`src/rtl/instr_encoder_if.sv`:
```
// instr_encoder_if: descriptor input (in_*) and imem write bus (wr_*) of the instruction encoder; slave = encoder, master = feeder/imem side
interface instr_encoder_if #(parameter int ADDR_W = 8);
  logic              in_valid;
  logic              in_ready;
  logic [2:0]        in_class;
  logic [4:0]        in_rs;
  logic [4:0]        in_rt;
  logic [4:0]        in_rd;
  logic [4:0]        in_shamt;
  logic [5:0]        in_funct;
  logic [15:0]       in_imm;
  logic [25:0]       in_target;
  logic              wr_en;
  logic              wr_ready;
  logic [ADDR_W-1:0] wr_addr;
  logic [31:0]       wr_data;
  modport master (
    output in_valid, in_class, in_rs, in_rt, in_rd, in_shamt, in_funct, in_imm, in_target, wr_ready,
    input  in_ready, wr_en, wr_addr, wr_data
  );
  modport slave (
    input  in_valid, in_class, in_rs, in_rt, in_rd, in_shamt, in_funct, in_imm, in_target, wr_ready,
    output in_ready, wr_en, wr_addr, wr_data
  );
endinterface

```
`src/rtl/instr_encoder.sv`:
```
// instr_encoder: packs instruction descriptors into MIPS words and streams them to imem at consecutive addresses (clk, rst async; start_i/base_addr_i/count_i run control; bus = descriptor in + imem write out; busy_o/done_o/error_o status; cksum_o only with ENC_CHECKSUM_EN)
module instr_encoder #(
  parameter int ADDR_W = 8,
  parameter int CNT_W  = 8
) (
  input  logic              clk,
  input  logic              rst,
  input  logic              start_i,
  input  logic [ADDR_W-1:0] base_addr_i,
  input  logic [CNT_W-1:0]  count_i,
  instr_encoder_if.slave    bus,
  output logic              busy_o,
  output logic              done_o,
`ifdef ENC_CHECKSUM_EN
  output logic              error_o,
  output logic [31:0]       cksum_o
`else
  output logic              error_o
`endif
);
  typedef enum logic [1:0] {IDLE, RUN, DONE} state_t;
  state_t            state_q, state_d;
  logic [ADDR_W-1:0] addr_q, addr_d, wr_addr_q, wr_addr_d;
  logic [CNT_W-1:0]  rem_q, rem_d;
  logic              wr_en_q, wr_en_d, error_q, error_d;
  logic [31:0]       wr_data_q, wr_data_d, word;
  logic [5:0]        op;
  logic              go, acc, load, xfer;
  assign go   = state_q == IDLE && start_i;
  assign xfer = wr_en_q && bus.wr_ready;
  assign bus.in_ready = state_q == RUN && rem_q != '0 && (!wr_en_q || bus.wr_ready);
  assign acc  = bus.in_valid && bus.in_ready;
  // illegal classes complete the handshake but never load the output register
  assign load = acc && bus.in_class < 3'd6;
  assign op = bus.in_class == 3'd1 ? 6'h23 : bus.in_class == 3'd2 ? 6'h2B : bus.in_class == 3'd3 ? 6'h04 : 6'h08;
  assign word = bus.in_class == 3'd0 ? {6'h00, bus.in_rs, bus.in_rt, bus.in_rd, bus.in_shamt, bus.in_funct} :
                bus.in_class == 3'd4 ? {6'h02, bus.in_target} : {op, bus.in_rs, bus.in_rt, bus.in_imm};
  always_comb begin
    state_d = state_q;
    if (state_q == IDLE && start_i) state_d = count_i == '0 ? DONE : RUN;
    // finish in the same edge the last word leaves so done follows the final transfer by one cycle
    else if (state_q == RUN && rem_q == '0 && (!wr_en_q || xfer)) state_d = DONE;
    else if (state_q == DONE) state_d = IDLE;
    addr_d    = go ? base_addr_i : load ? addr_q + 1'b1 : addr_q;
    rem_d     = go ? count_i : load ? rem_q - 1'b1 : rem_q;
    wr_en_d   = load ? 1'b1 : xfer ? 1'b0 : wr_en_q;
    wr_data_d = load ? word : wr_data_q;
    wr_addr_d = load ? addr_q : wr_addr_q;
    error_d   = go ? 1'b0 : (acc && !load) ? 1'b1 : error_q;
  end
  always_ff @(posedge clk or posedge rst) begin
    if (rst) begin
      state_q   <= IDLE;
      addr_q    <= '0;
      rem_q     <= '0;
      wr_en_q   <= 1'b0;
      wr_data_q <= '0;
      wr_addr_q <= '0;
      error_q   <= 1'b0;
    end else begin
      state_q   <= state_d;
      addr_q    <= addr_d;
      rem_q     <= rem_d;
      wr_en_q   <= wr_en_d;
      wr_data_q <= wr_data_d;
      wr_addr_q <= wr_addr_d;
      error_q   <= error_d;
    end
  end
`ifdef ENC_CHECKSUM_EN
  logic [31:0] cksum_q;
  always_ff @(posedge clk or posedge rst) begin
    if (rst) cksum_q <= '0;
    else cksum_q <= go ? 32'd0 : xfer ? cksum_q ^ wr_data_q : cksum_q;
  end
  assign cksum_o = cksum_q;
`endif
  assign bus.wr_en   = wr_en_q;
  assign bus.wr_data = wr_data_q;
  assign bus.wr_addr = wr_addr_q;
  assign busy_o  = state_q != IDLE;
  assign done_o  = state_q == DONE;
  assign error_o = error_q;
endmodule
```
`src/flat_wrapper.sv`:
```
// flat-port wrapper written by rule: the top's interface ports become plain ports
module instr_encoder_flat 
#(
  parameter int ADDR_W = 8,
  parameter int CNT_W  = 8
)
  (clk, rst, start_i, base_addr_i, count_i, busy_o, done_o, error_o, bus_in_valid, bus_in_class, bus_in_rs, bus_in_rt, bus_in_rd, bus_in_shamt, bus_in_funct, bus_in_imm, bus_in_target, bus_wr_ready, bus_in_ready, bus_wr_en, bus_wr_addr, bus_wr_data);
  instr_encoder_if #(.ADDR_W(ADDR_W)) bus_i ();
  input  logic clk;
  input  logic rst;
  input  logic start_i;
  input  logic [ADDR_W-1:0] base_addr_i;
  input  logic [CNT_W-1:0] count_i;
  output logic busy_o;
  output logic done_o;
  output logic error_o;
  input wire logic [$bits(bus_i.in_valid)-1:0] bus_in_valid;
  input wire logic [$bits(bus_i.in_class)-1:0] bus_in_class;
  input wire logic [$bits(bus_i.in_rs)-1:0] bus_in_rs;
  input wire logic [$bits(bus_i.in_rt)-1:0] bus_in_rt;
  input wire logic [$bits(bus_i.in_rd)-1:0] bus_in_rd;
  input wire logic [$bits(bus_i.in_shamt)-1:0] bus_in_shamt;
  input wire logic [$bits(bus_i.in_funct)-1:0] bus_in_funct;
  input wire logic [$bits(bus_i.in_imm)-1:0] bus_in_imm;
  input wire logic [$bits(bus_i.in_target)-1:0] bus_in_target;
  input wire logic [$bits(bus_i.wr_ready)-1:0] bus_wr_ready;
  output wire logic [$bits(bus_i.in_ready)-1:0] bus_in_ready;
  output wire logic [$bits(bus_i.wr_en)-1:0] bus_wr_en;
  output wire logic [$bits(bus_i.wr_addr)-1:0] bus_wr_addr;
  output wire logic [$bits(bus_i.wr_data)-1:0] bus_wr_data;
  assign bus_i.in_valid = bus_in_valid;
  assign bus_i.in_class = bus_in_class;
  assign bus_i.in_rs = bus_in_rs;
  assign bus_i.in_rt = bus_in_rt;
  assign bus_i.in_rd = bus_in_rd;
  assign bus_i.in_shamt = bus_in_shamt;
  assign bus_i.in_funct = bus_in_funct;
  assign bus_i.in_imm = bus_in_imm;
  assign bus_i.in_target = bus_in_target;
  assign bus_i.wr_ready = bus_wr_ready;
  assign bus_in_ready = bus_i.in_ready;
  assign bus_wr_en = bus_i.wr_en;
  assign bus_wr_addr = bus_i.wr_addr;
  assign bus_wr_data = bus_i.wr_data;
  instr_encoder #(.ADDR_W(ADDR_W), .CNT_W(CNT_W)) u_core (.clk(clk), .rst(rst), .start_i(start_i), .base_addr_i(base_addr_i), .count_i(count_i), .bus(bus_i), .busy_o(busy_o), .done_o(done_o), .error_o(error_o));
endmodule
```
`config.mk`:
```
export PLATFORM = sky130hd
export DESIGN_NAME = instr_encoder_flat
export DESIGN_NICKNAME = d
export VERILOG_FILES = /design/src/rtl/instr_encoder_if.sv /design/src/rtl/instr_encoder.sv /design/src/flat_wrapper.sv
export SDC_FILE = /design/constraint.sdc
export NUM_CORES = 1
export LEC_CHECK = 0
export ABC_AREA = 1
export CAP_MARGIN = 20
export CORE_ASPECT_RATIO = 1.25
export CORE_UTILIZATION = 45
export DETAILED_ROUTE_END_ITERATION = 12
export PLACE_DENSITY_LB_ADDON = 0.15
export SYNTH_ARGS = -nofsm -noshare
export SYNTH_HDL_FRONTEND = slang
export SYNTH_SLANG_ARGS = --single-unit
```
`constraint.sdc`:
```
create_clock -name clk -period 2.8 [get_ports clk]
set_input_delay 0.56 -clock clk [delete_from_list [all_inputs] [get_ports clk]]
set_output_delay 0.56 -clock clk [all_outputs]
set_load 0.01 [all_outputs]
```
After elaboration in Yosys (flattened, before gate mapping)
Cells that the tools add are included.

word-level totals
  register bits = 60

cells by class
  add/subtract/negate cells = 2
  order comparisons = 1
  equality and inequality tests = 6
  mux-type cells = 17
  reductions and logical operators = 23

operators by type and width
  kind                   number
  $mux W32               2
  $mux W8                4
  $logic_not A8 Y1       2
  $mux W6                2
  $logic_and A1 B1 Y1    9
  $add A8 B1 Y8 const B  1
  $mux W2                4
  $reduce_bool A2 Y1     4
  $reduce_bool A8 Y1     1
  $sub A8 B1 Y8 const B  1
  $eq A3 B2 Y1 const B   2
  $mux W1                4
  $mux W4                1
  $eq A3 B1 Y1 const B   1
  $eq A3 B3 Y1 const B   1
  $logic_not A3 Y1       1
  $lt A3 B3 Y1 const B   1
  $reduce_bool A3 Y1     1
  $eq A2 B1 Y1 const B   1
  $eq A2 B2 Y1 const B   1
  $logic_not A1 Y1       2
  $logic_not A2 Y1       1
  $logic_or A1 B1 Y1     2

Longest topological paths before layout
  depth after elaboration = 9
  gate-level depth with buffers = 11

Worst setup path before layout
No wires, ideal clock.

  path kind = reg-to-reg
  start = reg u_core.rem_q[0]
  end = reg u_core.addr_q[0]
  data arrival time = 1439 ps
  slack = 1245 ps
  stages on the path, launching flop included = 12
  buffers on the path = 2
  clock period less this slack = 1555 ps
  cell sequence = dfrtp_1 > inv_1 > ha_1 > nand2_1 > nor2_1 > nand2_2 > nand4_2 > buf_4 > nand2_4 > buf_6 > nand2_1 > nand2_1

on the way
  longest elaborated chain between the ends = 6

ends and longest elaborated chain
  element                           line                 source
  from (decl)                       instr_encoder.sv:24  logic [CNT_W-1:0] rem_q, rem_d;
  from (signal assigned)            instr_encoder.sv:63  rem_q <= rem_d;
  $reduce_bool A8 Y1                instr_encoder.sv:31  assign bus.in_ready = state_q == RUN && rem_q != '0 && (!wr_en_q || bus.wr_ready);
  $logic_and A1 B1 Y1 (2 in a row)  instr_encoder.sv:31
  $logic_and A1 B1 Y1               instr_encoder.sv:32  assign acc = bus.in_valid && bus.in_ready;
  $logic_and A1 B1 Y1               instr_encoder.sv:34  assign load = acc && bus.in_class < 3'd6;
  $reduce_bool A2 Y1 (no line)      --
  to (signal assigned)              instr_encoder.sv:62  addr_q <= addr_d;
  to (decl)                         instr_encoder.sv:23  logic [ADDR_W-1:0] addr_q, addr_d, wr_addr_q, wr_addr_d;

No other way between the ends.
A chain may end at the register's enable or synchronous reset.

Worst setup path in the final report
  start = in bus_wr_ready
  end = out bus_in_ready

on the way
  longest elaborated chain between the ends = 2

ends and longest elaborated chain
  element              line                 source
  from (decl)          flat_wrapper.sv:26   input wire logic [$bits(bus_i.wr_ready)-1:0] bus_wr_ready;
  $logic_or A1 B1 Y1   instr_encoder.sv:31
  $logic_and A1 B1 Y1  instr_encoder.sv:31
  to (decl)            flat_wrapper.sv:27   output wire logic [$bits(bus_i.in_ready)-1:0] bus_in_ready;

No other way between the ends.

==> reports/qor.yml <==
synth_top_area_cell: "dfrtp_1"
top_usage_layer: "met2"
rows: 34
die-height_um: 96.5
dpl_cell_area_um2: 4630
htree_num_levels: 3
synthSimpleGateAreaFrac_pct: 30.0
cts_resized: 0
syn_inst: 439
synth.area.top_cells: "dfrtp_1 (45%), nand2_1 (20%), o21ai_0 (7.5%)"
worstPathMaxFanout: 3
clk_pin_slew_ps: 70
grt_max_degree: 34
insertion_delay_ps: 330
syn_to_final_growth_pct: 49.6
drc_errors: 0
endpoint_kind: "output port"
critPathKind: "in2out"
whs_path_depth: 2
peakVddDrop_uv: 464
nets: 666
wl_per_cell_um: 12.7
port_buffers: 135
maxSlewViolCount: 0
synth.distinct_cells: 27
hpwl_um: 6350
max_cap_viol_count: 0
dr.pass1.iters: 4
cts_buffer_depth: 2
fin_util_pct: 69.3
diodes: 0
start_util_pct: 46.3
cts_setup_buffers: 0
synth_top_area_share_pct: 45.2
holdCritPathClass: "reg2reg"
cts_tree: "yes"
die_x_um: 77.6
numCtsBuffers: 9
max_freq_mhz: 386
critPathRequiredTime_ps: 2240
cp-start-kind: "input port"
synth-xor-area-share_pct: 1.09
cts_hold_buffers: 0
worst_slew_pin_slew_ps: 672
gp_congestion: 0.846
finalSetupViolCount: 0
fin_crit_ps: 2590
final_area_um2: 4810
p_leak_nw: 2.33
antenna_found_initial: 0
dr_total_vias: 3252
grt-ovfl-total: 0
maxSlewHeadroom_pct: 55.1
skew_ps: 6.41
ys_warn_count: 0
wirelength_um: 8430
synth_top_family_by_area: "simple AND/OR/NAND/NOR gates"
synth_nets: 534
ys_seq_area_share_pct: 45.2
synth-seq-cells: 58
grt_util_met1_pct: 27.5
grt_pass1_wl_um: 13700
core_um2: 6930
status: "finished, final reports clean"
ctsRootBufferMaster: "clkbuf_8"
rr_worst_depth: 8
drive_gt1_share_pct: 6.08
ant_nets: 0
arrival_ps: 2030
ios: 137
gr-usage-met2_pct: 41.5
fin_hold_ws_ps: 484
grt_pass1_vias: 2971
avgViaCountPerCell: 4.88
fin_crit_sh_pct: 92.5
synth-compound-area-share_pct: 11.2
syn_area_per_cell_um2: 7.32
cts.sinks: 58
hold_viol: 0
yosys.area_share.adder_pct: 1.17
synthMuxAreaShare_pct: 3.12
grt_util_met3_pct: 6.20
rsz0062_at_grt: "no"
drt_iter0_drc: 198
netlist_area_um2: 3210
dieArea_um2: 7480
track_usage_pct: 23.6
power_density_nw_per_um2: 861
setup_tns_ps: 0
## stage by stage
stage          power [W]  worst slack (ps)  instances
2_1_floorplan    0.00256               812        439
6_report         0.00414               209        666
5_1_grt          0.00448               116        666
4_1_cts          0.00417               205        666
3_5_place_dp     0.00349               216        650
3_3_place_gp     0.00344               239        650
## metal layers
metal | vias to the layer above | part of all wire (%)
met4 | 0 | 1.6
met2 | 106 | 49
met5 | - | 0
met1 | 1469 | 43
li1 | 1665 | -
met3 | 12 | 6.0
## area by class of cell
type / instances / area (um^2)
multi-input cells: 326 / 1510
well taps: 90 / 113
clock buffers: 11 / 141
fillers: 603 / 2130
repair buffers: 143 / 1440
clock inverters: 5 / 30.0
inverters: 33 / 124
flip-flops and latches: 58 / 1450
## critical path, stage by stage
cell,delay (ps)
clkdlybuf4s50_1,470
nor2_1,50
nor2_2,170
inv_1,90
a21oi_1,130
clkdlybuf4s50_1,550
## synth_stat cells (all sizes together)
cell type / instances
nand2: 178
o21ai: 54
nand4: 3
conb: 1
xnor2: 1
clkbuf: 4
nor3: 1
nor2: 24
dfrtp: 58
inv: 32
ha: 3
clkinv: 1
or2: 1
mux2i: 10
buf: 18
a21oi: 18
nand3: 29
xor2: 3
## final timing paths
path / start / slack [ps] / endpoint
worst max-delay path: bus_wr_ready / 210 / bus_in_ready
worst min-delay path: u_core.bus.wr_data[24] / 480 / u_core.bus.wr_data[24]
worst max register to register: u_core.rem_q[0] / 890 / u_core.bus.wr_data[6]
worst min register to register: u_core.bus.wr_data[24] / 480 / u_core.bus.wr_data[24]
max in group asynchronous: rst / 1450 / u_core.bus.wr_data[9]
min in group asynchronous: rst / 660 / u_core.bus.wr_en
## cells in the final DEF, fill, tap and decap left out, types with 2 or more instances in the layout
master | synthesis | final
a21oi_1 | 18 | 18
buf_12 | 0 | 2
buf_4 | 10 | 6
clkbuf_8 | 0 | 10
clkdlybuf4s50_1 | 0 | 135
clkinv_2 | 0 | 3
clkinvlp_4 | 0 | 2
dfrtp_1 | 58 | 58
ha_1 | 3 | 3
inv_1 | 29 | 28
inv_2 | 3 | 4
mux2i_1 | 10 | 10
nand2_1 | 174 | 174
nand2_2 | 3 | 3
nand3_1 | 29 | 29
nand4_1 | 2 | 2
nor2_1 | 22 | 22
o21ai_0 | 48 | 48
o21ai_1 | 6 | 6
xor2_1 | 3 | 3
## state kept, by name, summed over array words and instances, names as in the netlist
name	flops
u_core.bus.wr_data	30
u_core.addr_q	8
u_core.bus.wr_addr	8
u_core.rem_q	8
u_core.state_q	2
u_core.bus.wr_en	1
u_core.error_o	1
## logic make-up after synthesis
| kind of cell | after synthesis |
|---|---|
| other | 1 |
| adder cells (fa/ha/maj) | 3 |
| XOR/XNOR | 4 |
| multiplexers | 10 |
| AND/OR/NAND/NOR | 236 |
| flip-flops | 58 |
| AO/OA/AOI/OAI | 72 |
| buffers and inverters | 55 |
## power by group
part | leakage (nW) | total (W) | internal, W | switching, W
registers | 0.735 | 0.00145 | 0.00120 | 0.000249
clock network | 0.0851 | 0.000675 | 0.000340 | 0.000335
logic | 1.51 | 0.00201 | 0.00100 | 0.00100
total | 2.33 | 0.00414 | 0.00255 | 0.00159
Power figures use the tool's default switching activity.
